**src/rtl/ip_gpio_ex_pkg.sv**
```systemverilog
// Shared constants and helpers for the Z80 GPIO expander: register offsets
// within a port slot, ICTRL bit positions and the edge-event function.
package ip_gpio_ex_pkg;

  typedef enum logic [1:0] {
    REG_DATA  = 2'd0,
    REG_DIR   = 2'd1,
    REG_IMASK = 2'd2,
    REG_ISTAT = 2'd3
  } reg_sel_e;

  localparam int ICTRL_RISING = 0;
  localparam int ICTRL_BOTH   = 1;

  // Per-bit events from the current and previous synchronised pin values.
  function automatic logic [7:0] edge_events(input logic [7:0] cur,
                                             input logic [7:0] prev,
                                             input logic [1:0] ictrl);
    logic [7:0] rise;
    logic [7:0] fall;
    rise = cur & ~prev;
    fall = ~cur & prev;
    if (ictrl[ICTRL_BOTH])        return rise | fall;
    else if (ictrl[ICTRL_RISING]) return rise;
    else                          return fall;
  endfunction

endpackage

```
**src/rtl/ip_gpio_ex_port.sv**
```systemverilog
// One 8-bit GPIO port: output latch, direction, interrupt mask, pin
// synchroniser, edge detector and sticky interrupt status.
module ip_gpio_ex_port
  import ip_gpio_ex_pkg::*;
#(
  parameter int SYNC_STAGES = 2
) (
  input  logic       clk,
  input  logic       rst_n,
  input  logic [7:0] gpi,
  input  logic       data_we,
  input  logic       dir_we,
  input  logic       imask_we,
  input  logic       istat_we,
  input  logic [7:0] wdata,
  input  logic [1:0] ictrl,
  output logic [7:0] gpo,
  output logic [7:0] dir,
  output logic [7:0] imask,
  output logic [7:0] istat,
  output logic [7:0] pin
);

  logic [SYNC_STAGES-1:0][7:0] sync_q, sync_d;
  logic [7:0] dly_q, dly_d;
  logic [7:0] gpo_q, gpo_d;
  logic [7:0] dir_q, dir_d;
  logic [7:0] imask_q, imask_d;
  logic [7:0] istat_q, istat_d;
  logic [7:0] events;

  // NOTE: every variable gets its value on every path through always_comb,
  // otherwise synthesis infers a latch to hold the missing cases.
  always_comb begin
    sync_d  = {sync_q[SYNC_STAGES-2:0], gpi};
    dly_d   = sync_q[SYNC_STAGES-1];
    // Masking with the pre-write DIR keeps a 1->0 direction change silent.
    events  = edge_events(sync_q[SYNC_STAGES-1], dly_q, ictrl) & ~dir_q;
    gpo_d   = data_we  ? wdata : gpo_q;
    dir_d   = dir_we   ? wdata : dir_q;
    imask_d = imask_we ? wdata : imask_q;
    istat_d = (istat_q & ~(istat_we ? wdata : 8'h00)) | events;
  end

  // NOTE: state flops use non-blocking assignments so every register samples
  // the pre-edge values regardless of statement order.
  always_ff @(posedge clk or negedge rst_n) begin
    if (!rst_n) begin
      sync_q  <= '0;
      dly_q   <= '0;
      gpo_q   <= '0;
      dir_q   <= '0;
      imask_q <= '0;
      istat_q <= '0;
    end else begin
      sync_q  <= sync_d;
      dly_q   <= dly_d;
      gpo_q   <= gpo_d;
      dir_q   <= dir_d;
      imask_q <= imask_d;
      istat_q <= istat_d;
    end
  end

  assign gpo   = gpo_q;
  assign dir   = dir_q;
  assign imask = imask_q;
  assign istat = istat_q;
  assign pin   = sync_q[SYNC_STAGES-1];

endmodule

```
**src/rtl/ip_gpio_ex.sv**
```systemverilog
// Z80 I/O-mapped GPIO expander: PORTS x 8-bit ports plus a shared ICTRL
// register, single-shot bus accesses and a registered interrupt request.
module ip_gpio_ex
  import ip_gpio_ex_pkg::*;
#(
  parameter logic [7:0] io_address  = 8'h10,
  parameter int         PORTS       = 2,
  parameter int         SYNC_STAGES = 2
) (
  input  logic               clk,
  input  logic               reset_n,
  input  logic               iorq_n,
  input  logic [7:0]         address,
  input  logic               rd_n,
  input  logic               wr_n,
  input  logic [7:0]         wdata,
  output logic [7:0]         q,
  output logic               q_en,
  input  logic [8*PORTS-1:0] gpi,
  output logic [8*PORTS-1:0] gpo,
  output logic [8*PORTS-1:0] gpo_oe,
  output logic               int_n
);

  localparam logic [7:0] ICTRL_OFF = 8'(4 * PORTS);

  logic [7:0] offset;
  logic       hit, wr_act, rd_act, wr_pulse, rd_pulse, irq_any;
  reg_sel_e   reg_sel;
  logic [7:0] rd_mux;
  logic       wr_prev_q, wr_prev_d, rd_prev_q, rd_prev_d;
  logic [1:0] ictrl_q, ictrl_d;
  logic [7:0] q_q, q_d;
  logic       q_en_q, q_en_d;
  logic       int_n_q, int_n_d;

  logic [7:0] gpo_p   [PORTS];
  logic [7:0] dir_p   [PORTS];
  logic [7:0] imask_p [PORTS];
  logic [7:0] istat_p [PORTS];
  logic [7:0] pin_p   [PORTS];

  always_comb begin
    offset    = address - io_address;
    // The window never wraps: addresses below the base are simply not ours.
    hit       = !iorq_n && (address >= io_address) && (offset <= ICTRL_OFF);
    wr_act    = hit && !wr_n;
    rd_act    = hit && !rd_n;
    wr_pulse  = wr_act && !wr_prev_q;
    rd_pulse  = rd_act && !rd_prev_q;
    wr_prev_d = wr_act;
    rd_prev_d = rd_act;
    reg_sel   = reg_sel_e'(offset[1:0]);
    ictrl_d   = (wr_pulse && offset == ICTRL_OFF) ? wdata[1:0] : ictrl_q;

    rd_mux  = {6'b0, ictrl_q};
    irq_any = 1'b0;
    for (int p = 0; p < PORTS; p++) begin
      irq_any = irq_any | (|(istat_p[p] & imask_p[p]));
      if (offset[7:2] == 6'(p)) begin
        case (reg_sel)
          REG_DATA:  rd_mux = (gpo_p[p] & dir_p[p]) | (pin_p[p] & ~dir_p[p]);
          REG_DIR:   rd_mux = dir_p[p];
          REG_IMASK: rd_mux = imask_p[p];
          REG_ISTAT: rd_mux = istat_p[p];
        endcase
      end
    end

    q_d     = rd_pulse ? rd_mux : q_q;
    q_en_d  = rd_pulse;
    int_n_d = !irq_any;
  end

  always_ff @(posedge clk or negedge reset_n) begin
    if (!reset_n) begin
      // Strobe history resets to "active" so a strobe still held when reset
      // releases must first go away before it counts as a new access.
      wr_prev_q <= 1'b1;
      rd_prev_q <= 1'b1;
      ictrl_q   <= '0;
      q_q       <= 8'hFF;
      q_en_q    <= 1'b0;
      int_n_q   <= 1'b1;
    end else begin
      wr_prev_q <= wr_prev_d;
      rd_prev_q <= rd_prev_d;
      ictrl_q   <= ictrl_d;
      q_q       <= q_d;
      q_en_q    <= q_en_d;
      int_n_q   <= int_n_d;
    end
  end

  for (genvar p = 0; p < PORTS; p++) begin : g_port
    logic sel;
    assign sel = wr_pulse && (offset[7:2] == 6'(p));

    ip_gpio_ex_port #(
      .SYNC_STAGES (SYNC_STAGES)
    ) u_port (
      .clk      (clk),
      .rst_n    (reset_n),
      .gpi      (gpi[8*p +: 8]),
      .data_we  (sel && reg_sel == REG_DATA),
      .dir_we   (sel && reg_sel == REG_DIR),
      .imask_we (sel && reg_sel == REG_IMASK),
      .istat_we (sel && reg_sel == REG_ISTAT),
      .wdata    (wdata),
      .ictrl    (ictrl_q),
      .gpo      (gpo_p[p]),
      .dir      (dir_p[p]),
      .imask    (imask_p[p]),
      .istat    (istat_p[p]),
      .pin      (pin_p[p])
    );

    assign gpo[8*p +: 8]    = gpo_p[p];
    assign gpo_oe[8*p +: 8] = dir_p[p];
  end

  assign q     = q_q;
  assign q_en  = q_en_q;
  assign int_n = int_n_q;

endmodule
```
**config.mk**
```make
export PLATFORM = sky130hd
export DESIGN_NAME = ip_gpio_ex
export DESIGN_NICKNAME = d
export VERILOG_FILES = /design/src/rtl/ip_gpio_ex_pkg.sv /design/src/rtl/ip_gpio_ex_port.sv /design/src/rtl/ip_gpio_ex.sv
export SDC_FILE = /design/constraint.sdc
export NUM_CORES = 1
export LEC_CHECK = 0
export ABC_AREA = 1
export BUFFER_PORTS_ARGS = -buffer_cell sky130_fd_sc_hd__buf_2
export CAP_MARGIN = 20
export CORE_ASPECT_RATIO = 1.75
export CORE_MARGIN = 2
export CORE_UTILIZATION = 52
export CTS_BUF_LIST = sky130_fd_sc_hd__clkbuf_2 sky130_fd_sc_hd__clkbuf_4 sky130_fd_sc_hd__clkbuf_8
export DETAILED_ROUTE_END_ITERATION = 10
export PLACE_DENSITY_LB_ADDON = 0.25
export SLEW_MARGIN = 20
export SYNTH_ARGS = -nofsm -noshare
export SYNTH_HDL_FRONTEND = slang
export SYNTH_SLANG_ARGS = --single-unit
```
**constraint.sdc**
```tcl
create_clock -name clk -period 2.05 [get_ports clk]
set_input_delay 0.3075 -clock clk [delete_from_list [all_inputs] [get_ports clk]]
set_output_delay 0.3075 -clock clk [all_outputs]
set_load 0.01 [all_outputs]
```
## After elaboration in Yosys (flattened, before gate mapping)

Cells that the tools add are included.

| cells by class | value |
|---|---|
| $add $sub $neg | 1 |
| order comparisons | 2 |
| eq/ne operators | 5 |
| muxes and demuxes | 10 |
| bitwise gates (word level) | 29 |
| reduce and logical (&&, ||, !) cells | 27 |

Operators with widths:

| kind | count |
|---|---|
| $and A8 B8 Y8 | 14 |
| $mux W8 | 8 |
| $not A8 Y8 | 8 |
| $pmux W8 S4 | 2 |
| $or A8 B8 Y8 | 6 |
| $logic_and A1 B1 Y1 | 17 |
| $reduce_or A8 Y1 | 2 |
| $eq A8 B4 Y1 const B | 1 |
| $ge A8 B5 Y1 const B | 1 |
| $le A8 B4 Y1 const B | 1 |
| $sub A8 B5 Y8 const B | 1 |
| $eq A6 B1 Y1 const B | 1 |
| $logic_not A1 Y1 | 6 |
| $logic_not A6 Y1 | 1 |
| $eq A2 B2 Y1 const B | 2 |
| $eq A2 B1 Y1 const B | 1 |
| $logic_not A2 Y1 | 1 |
| $or A1 B1 Y1 | 1 |

| storage, ports and cells | value |
|---|---|
| register bits | 126 |
| output and inout bits | 42 |
| word-level logic and storage cells | 94 |

## Longest topological paths before layout

Gate-level depths: netlist of the first run.

| depth | value |
|---|---|
| word-level depth | 11 |
| depth in mapped cells | 12 |

## Cells and area by module

Synthesis of the first run repeated with hierarchy kept, for this count alone.

| second synthesis, totals | value |
|---|---|
| cells, all modules | 730 |
| area total of the unflattened synthesis | 6,214.7 um2 |

Modules (own cells, without submodules):

| module | instances | cells each | area an instance (um2) | seq. area each (um2) |
|---|---|---|---|---|
| ip_gpio_ex_port | 2 | 232 | 2,301.0 | 1,401.3 |
| ip_gpio_ex | 1 | 266 | 1,612.8 | 364.1 |

## Worst setup path before layout of the first run

OpenSTA, ideal clock, no wires.

| timing | value |
|---|---|
| path type | in2reg |
| start | input address[7] |
| end | register g_port[0].u_port.dir_q[7] |
| library setup time | 122 ps |
| arrival | 1,445 ps |
| slack | 483 ps |
| cell stages on the path | 12 |
| buffers on the path | 2 |
| cell sequence | inv_1 nand2_1 nor2_4 nand2_2 nor2_2 inv_2 nor2_4 buf_6 nand2_4 buf_6 nand2_1 o21ai_2 |

| on the way | value |
|---|---|
| longest elaborated chain between the ends | 7 |

Ends and longest elaborated chain:

| item | RTL line | RTL |
|---|---|---|
| start, declared | ip_gpio_ex.sv:13 | `input logic [7:0] address,` |
| $sub A8 B5 Y8 or $ge A8 B5 Y1 (tied branches) | ip_gpio_ex.sv:44, ip_gpio_ex.sv:46 |  |
| $le A8 B4 Y1 or $logic_and A1 B1 Y1 (tied branches) | ip_gpio_ex.sv:46 | `hit = !iorq_n && (address >= io_address) && (offset <= ICTRL_OFF);` |
| $logic_and A1 B1 Y1 | ip_gpio_ex.sv:46 |  |
| $logic_and A1 B1 Y1 | ip_gpio_ex.sv:47 | `wr_act = hit && !wr_n;` |
| $logic_and A1 B1 Y1 | ip_gpio_ex.sv:49 | `wr_pulse = wr_act && !wr_prev_q;` |
| $logic_and A1 B1 Y1 * | ip_gpio_ex.sv:97 | `assign sel = wr_pulse && (offset[7:2] == 6'(p));` |
| $logic_and A1 B1 Y1 * | ip_gpio_ex.sv:106 | `.dir_we (sel && reg_sel == REG_DIR),` |
| end signal, assigned | ip_gpio_ex_port.sv:59 | `dir_q <= dir_d;` |
| end, declared | ip_gpio_ex_port.sv:27 | `logic [7:0] dir_q, dir_d;` |

Every way passes the cells marked *; elsewhere a longest branch is shown, timed or not.
A chain may end at the register's enable or synchronous reset.

## Worst setup path in the final report of the first run

| timing | value |
|---|---|
| start | input wr_n |
| end | register g_port[1].u_port.dir_q[2] |

| on the way | value |
|---|---|
| longest elaborated chain between the ends | 5 |

Ends and longest elaborated chain:

| item | RTL line | RTL |
|---|---|---|
| start, declared | ip_gpio_ex.sv:15 | `input logic wr_n,` |
| $logic_not A1 Y1 | ip_gpio_ex.sv:47 |  |
| $logic_and A1 B1 Y1 | ip_gpio_ex.sv:47 |  |
| $logic_and A1 B1 Y1 | ip_gpio_ex.sv:49 |  |
| $logic_and A1 B1 Y1 | ip_gpio_ex.sv:97 |  |
| $logic_and A1 B1 Y1 | ip_gpio_ex.sv:106 |  |
| end signal, assigned | ip_gpio_ex_port.sv:59 |  |
| end, declared | ip_gpio_ex_port.sv:27 |  |

Every way passes these cells.

==> flow_summary.yaml, run 1 <==
logic_synthesis:
  yosys_most_used_dff: "sky130_fd_sc_hd__dfrtp_1"
  synthTopCellsByArea: "sky130_fd_sc_hd__dfrtp_1, sky130_fd_sc_hd__nand2_1, sky130_fd_sc_hd__ha_1"
  library_cell_occupying_the_most_area_in_the_post_synthesis_netlist: "sky130_fd_sc_hd__dfrtp_1"
  postSynthAreaPerCell_um2: 9.32
  synth.top_cells.by_count: "sky130_fd_sc_hd__nand2_1, sky130_fd_sc_hd__dfrtp_1, sky130_fd_sc_hd__inv_1, sky130_fd_sc_hd__o21ai_0, sky130_fd_sc_hd__a21oi_1"
  synthDominantCellAreaShare_pct: 48.8
  synth_cell_type_count: 30
  yosysWarningCount: 0
  synth_most_common_cell: "sky130_fd_sc_hd__nand2_1"
  post_synth_edffs: 0
  synth.cell_area_um2: 5900
  syn-instance-count: 633
  ys_seq_area_share_pct: 53.7
  yosys_reg_bits: 126
  ys_async_sr_fraction_pct: 100
  synth_nets: 702
clock_network:
  cts_post_setup_buffers_inserted: 0
  resize_count_post_cts: 0
  clock_tree.root_cell: "sky130_fd_sc_hd__clkbuf_8"
  number_of_clock_sinks: 126
  clock_insertion_delay_worst_skew_ns: 0.43
  cts-buffers-inserted: 17
  cts_tree: "yes"
  clk_pin_slew_worst_paths_ns: 0.07
  cts.path.max_buffers: 2
  h-tree-depth: 4
global_routing:
  vias_in_the_first_global_route: 4713
  number_of_antenna_violations_at_the_first_check_in_global_routing: 0
  grt_use_met3_pct: 4.65
  grt_first_pass_wirelength_um: 23800
  total_grt_usage_pct: 25.4
  grt_max_degree: 127
  overflow: 0
  gr-max-usage-layer: "met2"
  grt_use_met2_pct: 46.5
  met1_usage_pct: 29.1
drt:
  route.detailed.wl_per_inst_um: 16.7
  drt_first_iter_violations: 309
  routed_wirelength_um: 14700
  postRouteAntennaNets: 0
  num_vias: 4724
  via_per_inst: 5.36
  detail_route.drc_violations: 0
  first_pass_iters: 5
placement:
  gp_congestion: 0.870
  dpl-instance-area_um2: 6430
  post-dp-hpwl_um: 10500
  portBuffers: 78
timing:
  finalClockSkew_ns: 0.00968
  worst_slew_pin_slew_ns: 0.728
  grt_setup_unrepaired: "false"
  setup-violations-final: 0
  final-hold-violation-count: 0
  post-route-period-util_pct: 82.5
  timing_max_transition_violations_final: 0
  maxClockFrequency_mhz: 591
  period_minus_slack_ns: 1.69
  max_slew_margin_vs_limit_pct: 51.5
  setup_total_negative_slack_ns: 0
  fin_worst_hold_slack_ns: 0.0322
cells_and_area:
  design.final.nets: 806
  insertedDiodeCount: 0
  post_synthesis_to_final_layout_area_growth_pct: 19.3
  final_core_util_pct: 63.4
  drive_above_1_share_pct: 24.0
  nFillCells: 971
  fin_area_um2: 7040
floorplanning:
  initial_core_utilization_pct: 53.1
  die_w_um: 84.5
  number_of_i_o_pins: 79
  dieArea_um2: 12200
  floorplan.rows: 51
  floorplan.die.height_um: 145
  core_area_um2: 11100
worst_setup_path:
  timing.critical_path.to_type: "register"
  critical_path.cell_chain: "dlygate4sd3_1, buf_2, inv_1, nand4_4, nor2_4, nand2_2, o21ai_0"
  critPathSlowestCell: "sky130_fd_sc_hd__dlygate4sd3_1"
  criticalPathCategory: "primary input to register"
  worst_ep_arrival_time_ns: 2.04
  crit_path_max_fanout: 16
  cp.required_ns: 2.39
  setup.worst_path.start_class: "primary input"
  timing.critical_path.slowest_cell_delay_ns: 0.54
  worstRegToRegCells: 5
job:
  maxCapViolations: 0
min_path:
  worstHoldPathCells: 2
  min_path_type: "primary input to register"
run_status:
  status: "finished, final reports clean"
power_and_ir_drop:
  ir_worst_vdd_v: 0.000616
  power_density_nw_per_um2: 736
  design_power_total_mw: 5.18
  static_power_due_to_leakage_nw: 3.56
-- critical path: cells and delay by family --
| kind | cells | cell delay, ns |
|---|---|---|
| and+or+nand+nor | 3 | 0.71 |
| buffers and inverters | 3 | 0.76 |
| AOI/OAI and AO/OA | 1 | 0.26 |
-- final timing paths --
check / end / slack [ns] / start
setup reg to reg: g_port[1].u_port.dir[2] / 0.54 / wr_prev_q
setup / recovery: g_port[1].u_port.dir[2] / 0.36 / wr_n
min in group asynchronous: g_port[0].u_port.pin[3] / 0.45 / reset_n
hold / removal: rd_prev_q / 0.03 / rd_n
hold reg to reg: g_port[1].u_port.pin[6] / 0.35 / g_port[1].u_port.sync_d[14]
max in group asynchronous: g_port[1].u_port.dir[4] / 1.00 / reset_n
-- stage by stage --
stage | worst slack [ns] | cells
after floorplan | 0.483 | 633
after global placement | 0.0631 | 832
after detailed placement | 0.0231 | 832
after CTS | 0.383 | 882
after global routing | 0.234 | 882
final | 0.359 | 882
-- layout by cell type, fill, tap and decap left out --
cell type,instances
sky130_fd_sc_hd__a21oi_1,33
sky130_fd_sc_hd__buf_12,3
sky130_fd_sc_hd__buf_2,77
sky130_fd_sc_hd__buf_4,7
sky130_fd_sc_hd__bufinv_16,3
sky130_fd_sc_hd__clkbuf_4,3
sky130_fd_sc_hd__clkbuf_8,19
sky130_fd_sc_hd__clkinv_2,2
sky130_fd_sc_hd__clkinv_4,1
sky130_fd_sc_hd__clkinvlp_4,4
sky130_fd_sc_hd__dfrtp_1,115
sky130_fd_sc_hd__dfstp_2,11
sky130_fd_sc_hd__dlygate4sd3_1,18
sky130_fd_sc_hd__ha_1,32
sky130_fd_sc_hd__inv_1,58
sky130_fd_sc_hd__inv_2,6
sky130_fd_sc_hd__mux2_2,16
sky130_fd_sc_hd__nand2_1,180
sky130_fd_sc_hd__nand2_2,6
sky130_fd_sc_hd__nand2_4,4
sky130_fd_sc_hd__nand3_1,29
sky130_fd_sc_hd__nand4_1,1
sky130_fd_sc_hd__nand4_4,1
sky130_fd_sc_hd__nor2_1,15
sky130_fd_sc_hd__nor2_2,2
sky130_fd_sc_hd__nor2_4,4
sky130_fd_sc_hd__nor3_4,1
sky130_fd_sc_hd__nor4_1,1
sky130_fd_sc_hd__o2111ai_1,3
sky130_fd_sc_hd__o211ai_1,3
sky130_fd_sc_hd__o21ai_0,46
sky130_fd_sc_hd__o21ai_1,32
sky130_fd_sc_hd__o21ai_2,9
sky130_fd_sc_hd__o221ai_1,1
sky130_fd_sc_hd__o22ai_1,3
sky130_fd_sc_hd__or2_2,1
-- flip-flops by register name (all words and copies together), names as in the netlist --
| register | count |
|---|---|
| q_en | 1 |
| wr_prev_q | 1 |
| g_port.u_port.gpo | 16 |
| g_port.u_port.dly_q | 16 |
| g_port.u_port.sync_d | 16 |
| rd_prev_q | 1 |
| g_port.u_port.dir | 16 |
| g_port.u_port.istat | 16 |
| int_n | 1 |
| ictrl_q | 2 |
| g_port.u_port.imask | 16 |
| g_port.u_port.pin | 16 |
| q | 8 |
-- per-layer routing --
metal	vias up	share of wire, %
li1	2260	-
met1	2298	39
met2	138	54
met3	28	4.9
met4	0	2.6
met5	-	0
-- final cells by class --
| cell class | count | area, µm² | area share [%] |
|---|---|---|---|
| inverter | 64 | 240 | 3.41 |
| sequential | 126 | 3170 | 45.0 |
| clock inverter | 10 | 139 | 1.97 |
| timing repair buffer | 105 | 678 | 9.64 |
| multi-input combinational | 423 | 2360 | 33.6 |
| tap | 132 | 165 | 2.35 |
| clock buffer | 22 | 284 | 4.04 |
-- logic make-up after synthesis --
| group | Yosys count | share of synthesized area (%) |
|---|---|---|
| and+or+nand+nor | 245 | 18.2 |
| DFF | 126 | 53.7 |
| buffers and inverters | 84 | 6.22 |
| AOI/OAI and AO/OA | 130 | 12.0 |
| adders and majority gates | 32 | 6.79 |
| muxes | 16 | 3.05 |
-- what timing repair did --
| item | 4_1_cts | 5_1_grt |
|---|---|---|
| hold buffers | 18 | 0 |
| endpoints found under the hold margin | 22 | 0 |
| setup endpoints to repair | 0 | 0 |
-- power by group --
| part | internal, mW | switching (mW) |
|---|---|---|
| clock | 1.30 | 0.974 |
| combinational | 0.123 | 0.210 |
| sequential | 2.54 | 0.0295 |
Note: power is estimated with default switching activity, not from simulation.
==> inputs of run 2 (changes only) <==
==> constraint.sdc (replaced) <==
create_clock -name clk -period 1.4 [get_ports clk]
set_input_delay 0.21 -clock clk [delete_from_list [all_inputs] [get_ports clk]]
set_output_delay 0.21 -clock clk [all_outputs]
set_load 0.01 [all_outputs]
==> flow_summary.yaml, run 2 (same netlist as run 1, synthesis figures left out) <==
global_routing:
  overflow: 0
  total_grt_usage_pct: 26.0
  vias_in_the_first_global_route: 4947
  grt_max_degree: 35
  number_of_antenna_violations_at_the_first_check_in_global_routing: 0
  grt_first_pass_wirelength_um: 24400
min_path:
  min_path_type: "primary input to register"
  worstHoldPathCells: 4
floorplanning:
  initial_core_utilization_pct: 53.1
  core_area_um2: 11100
  dieArea_um2: 12200
  die_w_um: 84.5
  floorplan.die.height_um: 145
  floorplan.rows: 51
  number_of_i_o_pins: 79
drt:
  route.detailed.wl_per_inst_um: 16.8
  via_per_inst: 5.39
  detail_route.drc_violations: 0
  first_pass_iters: 5
  drt_first_iter_violations: 388
  routed_wirelength_um: 15500
  num_vias: 4962
  postRouteAntennaNets: 0
job:
  maxCapViolations: 0
clock_network:
  h-tree-depth: 4
  clk_pin_slew_worst_paths_ns: 0.07
  number_of_clock_sinks: 126
  clock_tree.root_cell: "sky130_fd_sc_hd__clkbuf_8"
  cts-buffers-inserted: 17
  cts_tree: "yes"
  clock_insertion_delay_worst_skew_ns: 0.44
  cts.path.max_buffers: 2
cells_and_area:
  multiInputGateArea_um2: 2430
  design.final.nets: 844
  drive_above_1_share_pct: 29.1
  insertedDiodeCount: 0
  layout.cells.most_common: "sky130_fd_sc_hd__nand2_1"
  highest_count_cells_in_the_layout_ignoring_fill_and_taps: "sky130_fd_sc_hd__nand2_1, sky130_fd_sc_hd__dfrtp_1, sky130_fd_sc_hd__buf_2"
  post_synthesis_to_final_layout_area_growth_pct: 26.2
  nFillCells: 891
  final-seq-area_um2: 3170
worst_setup_path:
  timing.critical_path.slowest_cell_delay_ns: 0.46
  crit_path_max_fanout: 5
  criticalPathCategory: "register to primary output"
  setup.worst_path.start_class: "register"
  worst_ep_arrival_time_ns: 1.15
  worstRegToRegCells: 6
  cp.required_ns: 1.19
  critPathSlowestCell: "sky130_fd_sc_hd__dfrtp_2"
  critical_path.cell_chain: "buf_6, buf_2"
  timing.critical_path.to_type: "primary output"
power_and_ir_drop:
  power_switching_share_pct: 24.0
  design_power_total_mw: 7.39
  netSwitchingPower_mw: 1.77
  power_density_nw_per_um2: 992
  cell_internal_pwr_mw: 5.61
  seq_power_share_pct: 51.0
  part_of_the_total_power_dissipated_in_combinational_logic_pct: 7.8
  ir_worst_vdd_v: 0.000786
  clockPowerShare_pct: 41.2
  static_power_due_to_leakage_nw: 3.79
timing:
  maxClockFrequency_mhz: 734
  grt_setup_unrepaired: "true"
  period_minus_slack_ns: 1.36
  setup_slack_ns: 0.0371
  final-hold-violation-count: 0
  timing_max_transition_violations_final: 0
  max_slew_margin_vs_limit_pct: 68.0
  finalClockSkew_ns: 0.0104
  post-route-period-util_pct: 97.3
  worst_slew_pin_slew_ns: 0.480
  setup-violations-final: 0
placement:
  portBuffers: 78
  gp_congestion: 0.913
  post-place-ws_ns: -0.344
  post-dp-hpwl_um: 11200
run_status:
  status: "finished, final reports clean"
==> run 2: cell types whose count changed in the layout (fill, tap and decap cells not counted), sizes merged <==
cell         previous run  this run
nand2                 190       191
clkinv                  3         5
clkbuf                 22        25
clkinvlp                4         1
buf                    87       123
dlygate4sd3            18        19
bufinv                  3         1
==> run 2: final timing paths <==
path / endpoint / from / slack [ns]
hold / removal: g_port[0].u_port.istat[2] / wdata[2] / 0.09
max in group asynchronous: g_port[0].u_port.sync_d[13] / reset_n / 0.53
min in group asynchronous: g_port[0].u_port.istat[4] / reset_n / 0.27
hold reg to reg: g_port[0].u_port.pin[5] / g_port[0].u_port.sync_d[13] / 0.34
setup / recovery: gpo_oe[10] / g_port[1].u_port.dir[2] / 0.04
setup reg to reg: g_port[0].u_port.dir[1] / wr_prev_q / 0.06
==> run 2: power groups by stage <==
stage	sequential [mW]	clock, mW	combinational (mW)
floorplan	3.82	0	0.224
CTS	3.76	3.08	0.575
global route	3.77	3.25	0.640
global placement	3.82	0	0.506
detailed placement	3.83	0	0.530
finish	3.76	3.05	0.576
==> run 2: per-layer routing <==
| layer | track usage [%] | part of all wire [%] | up-vias |
|---|---|---|---|
| met5 | 0 | 0 | - |
| met4 | 12.4 | 3.1 | 0 |
| met3 | 4.99 | 4.8 | 42 |
| met2 | 46.3 | 54 | 175 |
| met1 | 29.9 | 38 | 2394 |
| li1 | - | - | 2351 |
==> run 2: layout make-up <==
type	instances	area share (%)
well taps	132	2.22
repair buffers	142	13.9
flip-flops and latches	126	42.6
inverters	64	3.50
clock buffers	25	4.29
multi-input cells	424	32.7
clock inverters	7	0.841
==> run 2: worst max-delay path: cells and delay by family, from the launching register on <==
kind / cells / cell delay, ns
DFF: 1 / 0.46
buffers and inverters: 2 / 0.26
==> run 2: what timing repair did <==
item                                    in CTS  in global routing
endpoints found under the hold margin       36                  0
pin swaps                                    1                  4
hold buffers                                19                  0
endpoints found under the setup margin      13                 59
gates resized for setup                      4                 13
cloned                                       0                  1
setup buffers                                0                  1
==> run 2: metrics by stage <==
stage               utilization (%)  hold WS (ns)  TNS, ns  instances  cell area (µm²)
finish                         67.0        0.0852        0        920             7440
global route                   67.0        0.0937  -0.0130        920             7440
CTS                            66.5        0.0672        0        918             7390
floorplan                         -       -0.0856  -0.0249        633             5960
global placement               61.3         0.203   -13.30        867             6810
detailed placement             61.3         0.210   -17.59        867             6810
==> inputs of run 3 (changes only) <==
--- a/config.mk
+++ b/config.mk
@@ -11,7 +11,6 @@
 export CORE_ASPECT_RATIO = 1.75
 export CORE_MARGIN = 2
 export CORE_UTILIZATION = 52
-export CTS_BUF_LIST = sky130_fd_sc_hd__clkbuf_2 sky130_fd_sc_hd__clkbuf_4 sky130_fd_sc_hd__clkbuf_8
 export DETAILED_ROUTE_END_ITERATION = 10
 export PLACE_DENSITY_LB_ADDON = 0.25
 export SLEW_MARGIN = 20
==> flow_summary.yaml, run 3 (same netlist as run 1, synthesis figures left out) <==
timing:
  fin_worst_hold_slack_ns: 0.115
  final-hold-violation-count: 0
  post-route-period-util_pct: 98.2
  finalClockSkew_ns: 0.00853
  setup-violations-final: 0
  period_minus_slack_ns: 1.37
  worst_slew_pin_slew_ns: 0.512
  setup_total_negative_slack_ns: 0
  max_slew_margin_vs_limit_pct: 65.5
  maxClockFrequency_mhz: 728
  timing_max_transition_violations_final: 0
power_and_ir_drop:
  netSwitchingPower_mw: 1.92
  seq_power_share_pct: 44.4
  clockPowerShare_pct: 48.8
  cell_internal_pwr_mw: 6.58
  power_switching_share_pct: 22.6
  ir_worst_vdd_v: 0.000925
  design_power_total_mw: 8.50
  part_of_the_total_power_dissipated_in_combinational_logic_pct: 6.8
  power_density_nw_per_um2: 1100
  static_power_due_to_leakage_nw: 3.89
job:
  maxCapViolations: 0
worst_setup_path:
  cp.required_ns: 1.76
  setup.worst_path.start: "g_port[0].u_port.dir[5]"
  cpMostUsedCell: "sky130_fd_sc_hd__nand2_1"
  setup.worst_path.end: "q[5]"
  worstRegToRegCells: 5
  critical_path.cell_chain: "o21ai_0, a21oi_1, o21ai_1, nand2_1, nand2_1"
  critical-path-top-delay-family: "compound AO/OA/AOI/OAI gates"
  crit_path_max_fanout: 6
  criticalPathCategory: "register to register"
  worst_ep_arrival_time_ns: 1.73
  regToRegEndpoint: "q[5]"
  buffer_and_inverter_count_on_the_worst_path: 0
  timing.reg2reg.setup_slack_ns: 0.03
  timing.critical_path.slowest_cell_delay_ns: 0.44
  worst_r2r_startpoint: "g_port[0].u_port.dir[5]"
  setup.worst_path.start_class: "register"
  cp_num_cells: 5
  critPathSlowestCell: "sky130_fd_sc_hd__dfrtp_1"
  timing.critical_path.to_type: "register"
floorplanning:
  number_of_i_o_pins: 79
  floorplan.rows: 51
  die_w_um: 84.5
  floorplan.die.height_um: 145
  core_area_um2: 11100
  initial_core_utilization_pct: 53.1
  dieArea_um2: 12200
drt:
  first_pass_iters: 6
  detail_route.drc_violations: 0
  routed_wirelength_um: 15900
  num_vias: 5041
  route.detailed.wl_per_inst_um: 17.1
  drt_first_iter_violations: 439
  via_per_inst: 5.44
  postRouteAntennaNets: 0
cells_and_area:
  drive_above_1_share_pct: 29.2
  layout.cells.most_common: "sky130_fd_sc_hd__nand2_1"
  multiInputGateArea_um2: 2460
  insertedDiodeCount: 0
  final-seq-area_um2: 3170
  design.final.nets: 850
  post_synthesis_to_final_layout_area_growth_pct: 30.7
  final_core_util_pct: 69.4
  fin_area_um2: 7710
  highest_count_cells_in_the_layout_ignoring_fill_and_taps: "sky130_fd_sc_hd__nand2_1, sky130_fd_sc_hd__dfrtp_1, sky130_fd_sc_hd__buf_2"
  nFillCells: 842
clock_network:
  h-tree-depth: 4
  clk_pin_slew_worst_paths_ns: 0.06
  cts.path.max_buffers: 2
  cts_tree: "yes"
  cts-buffers-inserted: 17
  clock_tree.root_cell: "sky130_fd_sc_hd__clkbuf_16"
  number_of_clock_sinks: 126
  clock_insertion_delay_worst_skew_ns: 0.42
global_routing:
  grt_first_pass_wirelength_um: 24600
  vias_in_the_first_global_route: 5012
  number_of_antenna_violations_at_the_first_check_in_global_routing: 0
  overflow: 0
  grt_max_degree: 35
  total_grt_usage_pct: 26.4
placement:
  dpl-instance-area_um2: 6810
  post-dp-hpwl_um: 11200
  gp_congestion: 0.913
  portBuffers: 78
min_path:
  min_path_type: "primary input to register"
  worstHoldPathCells: 4
run_status:
  status: "finished, final reports clean"
[run 3: cell count changes in the layout (fill, tap and decap cells not counted), sizes merged]
cell	previous run	this run
buf	123	128
clkbuf	25	26
[run 3: stage by stage]
step	setup slack [ns]	std cells
after global placement	-0.266	867
final	0.0255	926
after detailed placement	-0.344	867
after floorplan	-0.0130	633
after CTS	-0.00376	918
after global routing	-0.0644	926
[run 3: power by group through the flow]
| stage | sequential [mW] | clock, mW | combinational, mW |
|---|---|---|---|
| after floorplan | 3.82 | 0 | 0.224 |
| after global placement | 3.82 | 0 | 0.506 |
| after detailed placement | 3.83 | 0 | 0.530 |
| after CTS | 3.77 | 4.18 | 0.575 |
| after global routing | 3.78 | 4.37 | 0.645 |
| final | 3.77 | 4.15 | 0.580 |
[run 3: timing repair]
action,in CTS,in global routing
gates resized for setup,2,18
buffers inserted,0,6
pin swaps,0,4
hold endpoints to repair,35,0
setup endpoints to repair,11,59
gates cloned,0,2
hold buffers,19,0
[run 3: how the worst min path moves through the flow]
| stage | start | to |
|---|---|---|
| 2_1_floorplan | reset_n | g_port[0].u_port.dir[0] |
| 3_3_place_gp | reset_n | g_port[0].u_port.sync_d[12] |
| 3_5_place_dp | reset_n | g_port[0].u_port.sync_d[12] |
| 4_1_cts | wdata[2] | g_port[1].u_port.istat[2] |
| 5_1_grt | wdata[4] | g_port[0].u_port.istat[4] |
| 6_report | wdata[4] | g_port[0].u_port.istat[4] |
[run 3: area by class of cell]
cell class / instances / area share (%)
flip-flops and latches: 126 / 41.1
multi-input cells: 424 / 31.9
repair buffers: 148 / 14.3
clock buffers: 25 / 6.43
inverters: 64 / 3.38
well taps: 132 / 2.14
clock inverters: 7 / 0.812
[run 3: worst register-to-register path, stage by stage (launching register included)]
cell and delay, ns:
sky130_fd_sc_hd__dfrtp_1 0.44, sky130_fd_sc_hd__o21ai_0 0.34, sky130_fd_sc_hd__a21oi_1 0.14, sky130_fd_sc_hd__o21ai_1 0.24, sky130_fd_sc_hd__nand2_1 0.09, sky130_fd_sc_hd__nand2_1 0.07
[run 3: routing by layer]
metal  wire, µm  vias up  GRT usage, %  part of all wire, %
met5          0        -             0                    0
met4        693        0          13.9                  4.4
met2       8400      201          45.8                   53
met1       5910     2429          30.4                   37
li1           -     2361             -                    -
met3        847       50          5.73                  5.3
